`src/rtl/multi_digit_display_pkg.sv`:
```
// Shared constants for the multiplexed display: segment patterns for hex digits
// and the largest supported digit count.
package multi_digit_display_pkg;

    localparam int MAX_DIGITS = 8;

    // Patterns are {g,f,e,d,c,b,a}, a segment lights when its bit is 1
    localparam logic [6:0] SEG_0 = 7'h3F;
    localparam logic [6:0] SEG_1 = 7'h06;
    localparam logic [6:0] SEG_2 = 7'h5B;
    localparam logic [6:0] SEG_3 = 7'h4F;
    localparam logic [6:0] SEG_4 = 7'h66;
    localparam logic [6:0] SEG_5 = 7'h6D;
    localparam logic [6:0] SEG_6 = 7'h7D;
    localparam logic [6:0] SEG_7 = 7'h07;
    localparam logic [6:0] SEG_8 = 7'h7F;
    localparam logic [6:0] SEG_9 = 7'h6F;
    localparam logic [6:0] SEG_A = 7'h77;
    localparam logic [6:0] SEG_B = 7'h7C;
    localparam logic [6:0] SEG_C = 7'h39;
    localparam logic [6:0] SEG_D = 7'h5E;
    localparam logic [6:0] SEG_E = 7'h79;
    localparam logic [6:0] SEG_F = 7'h71;

    function automatic logic [7:0] seg_pattern(input logic [3:0] nibble, input logic dp);
        logic [6:0] seg;
        case (nibble)
            4'h0: seg = SEG_0;
            4'h1: seg = SEG_1;
            4'h2: seg = SEG_2;
            4'h3: seg = SEG_3;
            4'h4: seg = SEG_4;
            4'h5: seg = SEG_5;
            4'h6: seg = SEG_6;
            4'h7: seg = SEG_7;
            4'h8: seg = SEG_8;
            4'h9: seg = SEG_9;
            4'hA: seg = SEG_A;
            4'hB: seg = SEG_B;
            4'hC: seg = SEG_C;
            4'hD: seg = SEG_D;
            4'hE: seg = SEG_E;
            default: seg = SEG_F;
        endcase
        return {dp, seg};
    endfunction

endpackage

```
`src/rtl/multi_digit_display_decoder.sv`:
```
// Combinational hex-to-seven-segment decoder shared by all digits of the display.
module multi_digit_display_decoder
    import multi_digit_display_pkg::*;
(
    input  logic [3:0] nibble,
    input  logic       dp,
    output logic [7:0] pins
);

    always_comb begin
        pins = seg_pattern(nibble, dp);
    end

endmodule

```
`src/rtl/multi_digit_display.sv`:
```
// Time-multiplexed hex display driver with frame-synchronous loading,
// leading-zero blanking and PWM brightness control.
module multi_digit_display
    import multi_digit_display_pkg::*;
#(
    parameter int DIGITS         = 4,
    parameter int SCAN_DIV       = 120,
    parameter int PWM_BITS       = 4,
    parameter int SEL_ACTIVE_LOW = 0
) (
    input  logic                  clk,
    input  logic                  rst,
    input  logic [4*DIGITS-1:0]   number,
    input  logic [DIGITS-1:0]     dp,
    input  logic [DIGITS-1:0]     digit_mask,
    input  logic                  load,
    input  logic                  blank_zeros,
    input  logic [PWM_BITS-1:0]   brightness,
    output logic [DIGITS-1:0]     select_digit,
    output logic [7:0]            display_pins,
    output logic                  frame_done
);

    localparam int CNT_W = $clog2(SCAN_DIV);
    localparam int IDX_W = (DIGITS > 1) ? $clog2(DIGITS) : 1;
    localparam logic [CNT_W-1:0]  CNT_LAST   = CNT_W'(SCAN_DIV - 1);
    localparam logic [IDX_W-1:0]  IDX_LAST   = IDX_W'(DIGITS - 1);
    localparam logic              SEL_INV    = (SEL_ACTIVE_LOW != 0);
    localparam logic [DIGITS-1:0] SEL_OFF    = {DIGITS{SEL_INV}};
    localparam logic [7:0]        PINS_RESET = seg_pattern(4'h0, 1'b0);

    logic [CNT_W-1:0]    slot_cnt;
    logic [IDX_W-1:0]    idx;
    logic [PWM_BITS-1:0] pwm;

    logic                pend_flag;
    logic [4*DIGITS-1:0] pend_number;
    logic [DIGITS-1:0]   pend_dp;
    logic [DIGITS-1:0]   pend_mask;
    logic                pend_blank;

    logic [4*DIGITS-1:0] act_number;
    logic [DIGITS-1:0]   act_dp;
    logic [DIGITS-1:0]   act_mask;
    logic                act_blank;

    logic                slot_tick;
    logic                frame_wrap;
    logic [DIGITS-1:0]   lead_zero;
    logic                above_zero;
    logic [3:0]          cur_nibble;
    logic                cur_dp;
    logic                cur_mask;
    logic                cur_lead_zero;
    logic                blanked;
    logic                lit;
    logic [DIGITS-1:0]   sel_next;
    logic [7:0]          dec_pins;

    assign slot_tick  = (slot_cnt == CNT_LAST);
    assign frame_wrap = slot_tick && (idx == IDX_LAST);

    // lead_zero[i]: digit i and every digit above it show zero with no point
    always_comb begin
        above_zero = 1'b1;
        lead_zero  = '0;
        for (int i = DIGITS - 1; i >= 0; i--) begin
            above_zero   = above_zero && (act_number[4*i +: 4] == 4'h0) && !act_dp[i];
            lead_zero[i] = above_zero;
        end
    end

    always_comb begin
        cur_nibble    = 4'h0;
        cur_dp        = 1'b0;
        cur_mask      = 1'b0;
        cur_lead_zero = 1'b0;
        for (int i = 0; i < DIGITS; i++) begin
            if (IDX_W'(i) == idx) begin
                cur_nibble    = act_number[4*i +: 4];
                cur_dp        = act_dp[i];
                cur_mask      = act_mask[i];
                cur_lead_zero = lead_zero[i];
            end
        end
        blanked  = act_blank && (idx != '0) && cur_lead_zero;
        lit      = cur_mask && !blanked && (pwm <= brightness);
        sel_next = lit ? (DIGITS'(1) << idx) : '0;
    end

    multi_digit_display_decoder u_decoder (
        .nibble (cur_nibble),
        .dp     (cur_dp),
        .pins   (dec_pins)
    );

    // A load landing on the frame boundary goes straight to the active copy
    always_ff @(posedge clk) begin
        if (rst) begin
            slot_cnt     <= '0;
            idx          <= '0;
            pwm          <= '0;
            pend_flag    <= 1'b0;
            pend_number  <= '0;
            pend_dp      <= '0;
            pend_mask    <= '0;
            pend_blank   <= 1'b0;
            act_number   <= '0;
            act_dp       <= '0;
            act_mask     <= '0;
            act_blank    <= 1'b0;
            select_digit <= SEL_OFF;
            display_pins <= PINS_RESET;
            frame_done   <= 1'b0;
        end else begin
            pwm          <= pwm + PWM_BITS'(1);
            slot_cnt     <= slot_tick ? '0 : slot_cnt + CNT_W'(1);
            if (slot_tick) begin
                idx <= (idx == IDX_LAST) ? '0 : idx + IDX_W'(1);
            end
            frame_done   <= frame_wrap;
            select_digit <= sel_next ^ SEL_OFF;
            display_pins <= dec_pins;

            if (load) begin
                pend_number <= number;
                pend_dp     <= dp;
                pend_mask   <= digit_mask;
                pend_blank  <= blank_zeros;
            end

            if (frame_wrap) begin
                if (load) begin
                    act_number <= number;
                    act_dp     <= dp;
                    act_mask   <= digit_mask;
                    act_blank  <= blank_zeros;
                end else if (pend_flag) begin
                    act_number <= pend_number;
                    act_dp     <= pend_dp;
                    act_mask   <= pend_mask;
                    act_blank  <= pend_blank;
                end
                pend_flag <= 1'b0;
            end else if (load) begin
                pend_flag <= 1'b1;
            end
        end
    end

endmodule
```
`config.mk`:
```
export PLATFORM = sky130hd
export DESIGN_NAME = multi_digit_display
export DESIGN_NICKNAME = d
export VERILOG_FILES = /design/src/rtl/multi_digit_display_pkg.sv /design/src/rtl/multi_digit_display_decoder.sv /design/src/rtl/multi_digit_display.sv
export SDC_FILE = /design/constraint.sdc
export NUM_CORES = 1
export LEC_CHECK = 0
export BUFFER_PORTS_ARGS = -buffer_cell sky130_fd_sc_hd__clkbuf_2
export CAP_MARGIN = 20
export CORE_MARGIN = 2
export CORE_UTILIZATION = 51
export CTS_CLUSTER_SIZE = 24
export DETAILED_ROUTE_END_ITERATION = 12
export PLACE_DENSITY = 0.75
export SYNTH_ARGS = -nofsm -noshare
export SYNTH_HDL_FRONTEND = slang
export SYNTH_SLANG_ARGS = --single-unit
```
`constraint.sdc`:
```
create_clock -name clk -period 2.1 [get_ports clk]
set_clock_uncertainty 0.1 [all_clocks]
set_input_delay 0.315 -clock clk [delete_from_list [all_inputs] [get_ports clk]]
set_output_delay 0.315 -clock clk [all_outputs]
set_load 0.03 [all_outputs]
```
==> flow_summary.toml <==
[clocking]
ctsHoldBuffers = 0
cts.sinks = 77
cts_max_level = 3
clockRootBuffer = "clkbuf_8"
clockBufferDepth = 2
clk_pin_slew_ns = 0.08
clk-insertion-delay-late_ns = 0.34
numCtsBuffers = 9
cts_tree = "done"

[logic_synthesis]
netlist_area_mm2 = 0.00338
syn_nets = 394
seq_area_frac_synth = 0.456
async_flop_share = 0
synth_edf_count = 0
yosysUniqueCellTypes = 44
avgSynthCellArea_um2 = 9.79
ys_ff_latch = 77
synthFlopType = "dfxtp_1"
synthCells = 345
yosysWarnings = 0

[drt]
wire_per_inst_um = 14.3
dr_total_vias = 2621
drt-pass1-iter-count = 4
ant_nets = 0
detail_route.vias_per_cell = 5.34
wirelength_mm = 7.03
drt_first_iter_violations = 101
drc = 0

[timing]
fmax_mhz = 488
drv_slew = 0
finalSetupViolCount = 0
worst_pin_slew_ns = 0.477
slew_headroom = 0.682
period_needed_ns = 2.05
finalCritPeriodShare = 0.975
hold_ws_ns = 0.132
rsz0062_at_grt = "true"
hold_viol_final = 0
fin_ws_ns = 0.0520

[worst_setup_path]
path_max_fanout = 6
reg2regPathDepth = 9
ff2ff_setup_slack_ns = 0.05
max_stage_delay_ns = 0.42
critPathLaunchType = "flop"
worstSetupEndpointType = "flop"
slowest_stage = "o311a_1"
r2r-start = "idx[0]"
crit_chain = "inv_6 -> ha_4 -> inv_1 -> o311a_1 -> buf_4 -> ha_1 -> nand2_1 -> o211ai_1 -> a21o_1"
arrival_ns = 2.19
worstSetupEndpoint = "display_pins[1]"
critical_path_class = "reg2reg"
critPathLaunch = "idx[0]"
critical_path_required_ns = 2.24
r2r-end = "display_pins[1]"

[floorplan]
fp.dieArea_mm2 = 0.00729
die_w_um = 85.4
core_mm2 = 0.00639
io_pins = 45
die_y_um = 85.4
start_util = 0.529
num_rows = 29

[global_route]
grt-ovfl-total = 0
grt_max_degree = 51
grt_usage = 0.193
grt.busiest_layer = "met2"
grt_pass1_vias = 2405
antenna_found_initial = 0
grt_use_met3 = 0.0457
use_met1 = 0.268
grt_pass1_wl_mm = 11.3
use_met2 = 0.291

[flow_run]
maxCapViolations = 0

[outcome]
status = "finished clean"

[cells_and_area]
syn_to_final_growth_pct = 24.0
drive_gt1_frac = 0.343
fin_util = 0.656
n_antenna_cell = 0
nets = 458
fillers = 499

[placed_design]
dp_slack_ns = -0.107
portBuffers = 44
dpl.hpwl_mm = 4.71
gp_congestion = 0.861

[power_and_ir_drop]
p_per_area_mw_per_mm2 = 676
vdd_drop_max_mv = 0.563
power.leakage_nw = 1.71

[min_path]
hp-class = "in2reg"
[layout by cell type, fill, tap and decap left out, drive strengths merged, types with 3 or more instances in the layout]
cell and count:
mux2 3, xnor2 3, o211ai 4, ha 17
nand3b 6, a21oi 8, dfxtp 77, inv 17
mux2i 29, a211oi 27, clkbuf 56, nor2 72
xor2 3, nor3b 5, buf 29, and3 6
nand2 14, nand3 3
[worst min-delay path by stage]
stage | start | endpoint | slack [ns] | cells after the start
floorplan | slot_cnt[0] | slot_cnt[0] | 0.31 | 1
global placement | slot_cnt[0] | slot_cnt[0] | 0.32 | 1
detailed placement | slot_cnt[0] | slot_cnt[0] | 0.33 | 1
CTS | number[10] | pend_number[10] | 0.13 | 3
global route | dp[3] | pend_dp[3] | 0.15 | 3
finish | number[10] | pend_number[10] | 0.13 | 3
[layer usage]
layer	up-vias	part of all wire
li1	1323	-
met3	11	0.039
met4	0	0.022
met1	1232	0.49
met2	55	0.45
met5	-	0
[cell usage after synthesis, drive strengths merged (4+ instances only)]
master	number	share of area
dfxtp	77	0.46
nor2	72	0.080
mux2i	29	0.086
a211oi	27	0.090
ha	17	0.063
inv	17	0.019
buf	14	0.023
nand2	14	0.016
a21oi	8	0.012
clkbuf	7	0.0078
and3	6	0.011
nand3b	6	0.013
nor3b	5	0.018
o211ai	4	0.0089
[cell families (layout without fill, tap and decap cells)]
logic type | count (synthesis) | in the layout | share of synthesized area
muxes | 32 | 32 | 0.0959
and+or+nand+nor | 120 | 120 | 0.171
xor gates and xnor gates | 6 | 6 | 0.0156
adders and majority gates | 17 | 17 | 0.0630
buffers and inverters | 38 | 107 | 0.0496
AOI/OAI and AO/OA | 55 | 55 | 0.149
DFF | 77 | 77 | 0.456
[power breakdown]
group	total, mW	switching, mW	internal [mW]
logic	0.168	0.0956	0.0720
clock network	1.15	0.538	0.614
registers	1.51	0.0153	1.50
total	2.83	0.649	2.18
[final cells by class]
cell class / count / area, um^2 / area share
clock buffer: 11 / 151 / 0.0361
clock inverter: 5 / 58.8 / 0.0140
inverter: 17 / 71.3 / 0.0170
multi-input combinational: 230 / 1780 / 0.426
sequential: 77 / 1550 / 0.370
tap: 77 / 96.3 / 0.0230
timing repair buffer: 74 / 479 / 0.114
[critical path: cells and delay by family, from the launching register on]
kind	cells	cell delay, ns
AO/OA/AOI/OAI	3	0.67
flip-flops	1	0.39
adder cells (fa/ha/maj)	2	0.39
buffers and inverters	3	0.33
AND/OR/NAND/NOR	1	0.07
[per-stage QoR]
| stage | cell area, um^2 | setup TNS [ns] | power [mW] | cells |
|---|---|---|---|---|
| final | 4190 | 0 | 2.83 | 491 |
| after floorplan | 3380 | 0 | 1.66 | 345 |
| after global routing | 4190 | -0.104 | 2.96 | 491 |
| after detailed placement | 3780 | -0.420 | 1.72 | 469 |
| after global placement | 3780 | -0.0251 | 1.71 | 469 |
| after CTS | 4060 | 0 | 2.85 | 486 |
[sequential cells by signal (all words and copies together), names as in the netlist, 4 cells and up]
register and count:
pend_dp 4, slot_cnt 7, pend_mask 4, pwm 4
act_dp 4, select_digit 4, act_number 16, pend_number 16
act_mask 4, display_pins 8
[repair_timing]
| item | 4_1_cts | 5_1_grt |
|---|---|---|
| pin swaps | 1 | 10 |
| gates cloned | 0 | 1 |
| setup buffers | 1 | 4 |
| setup endpoints to repair | 8 | 28 |
| resized for setup | 13 | 20 |
No activity file was read; power rests on OpenSTA's default activity.
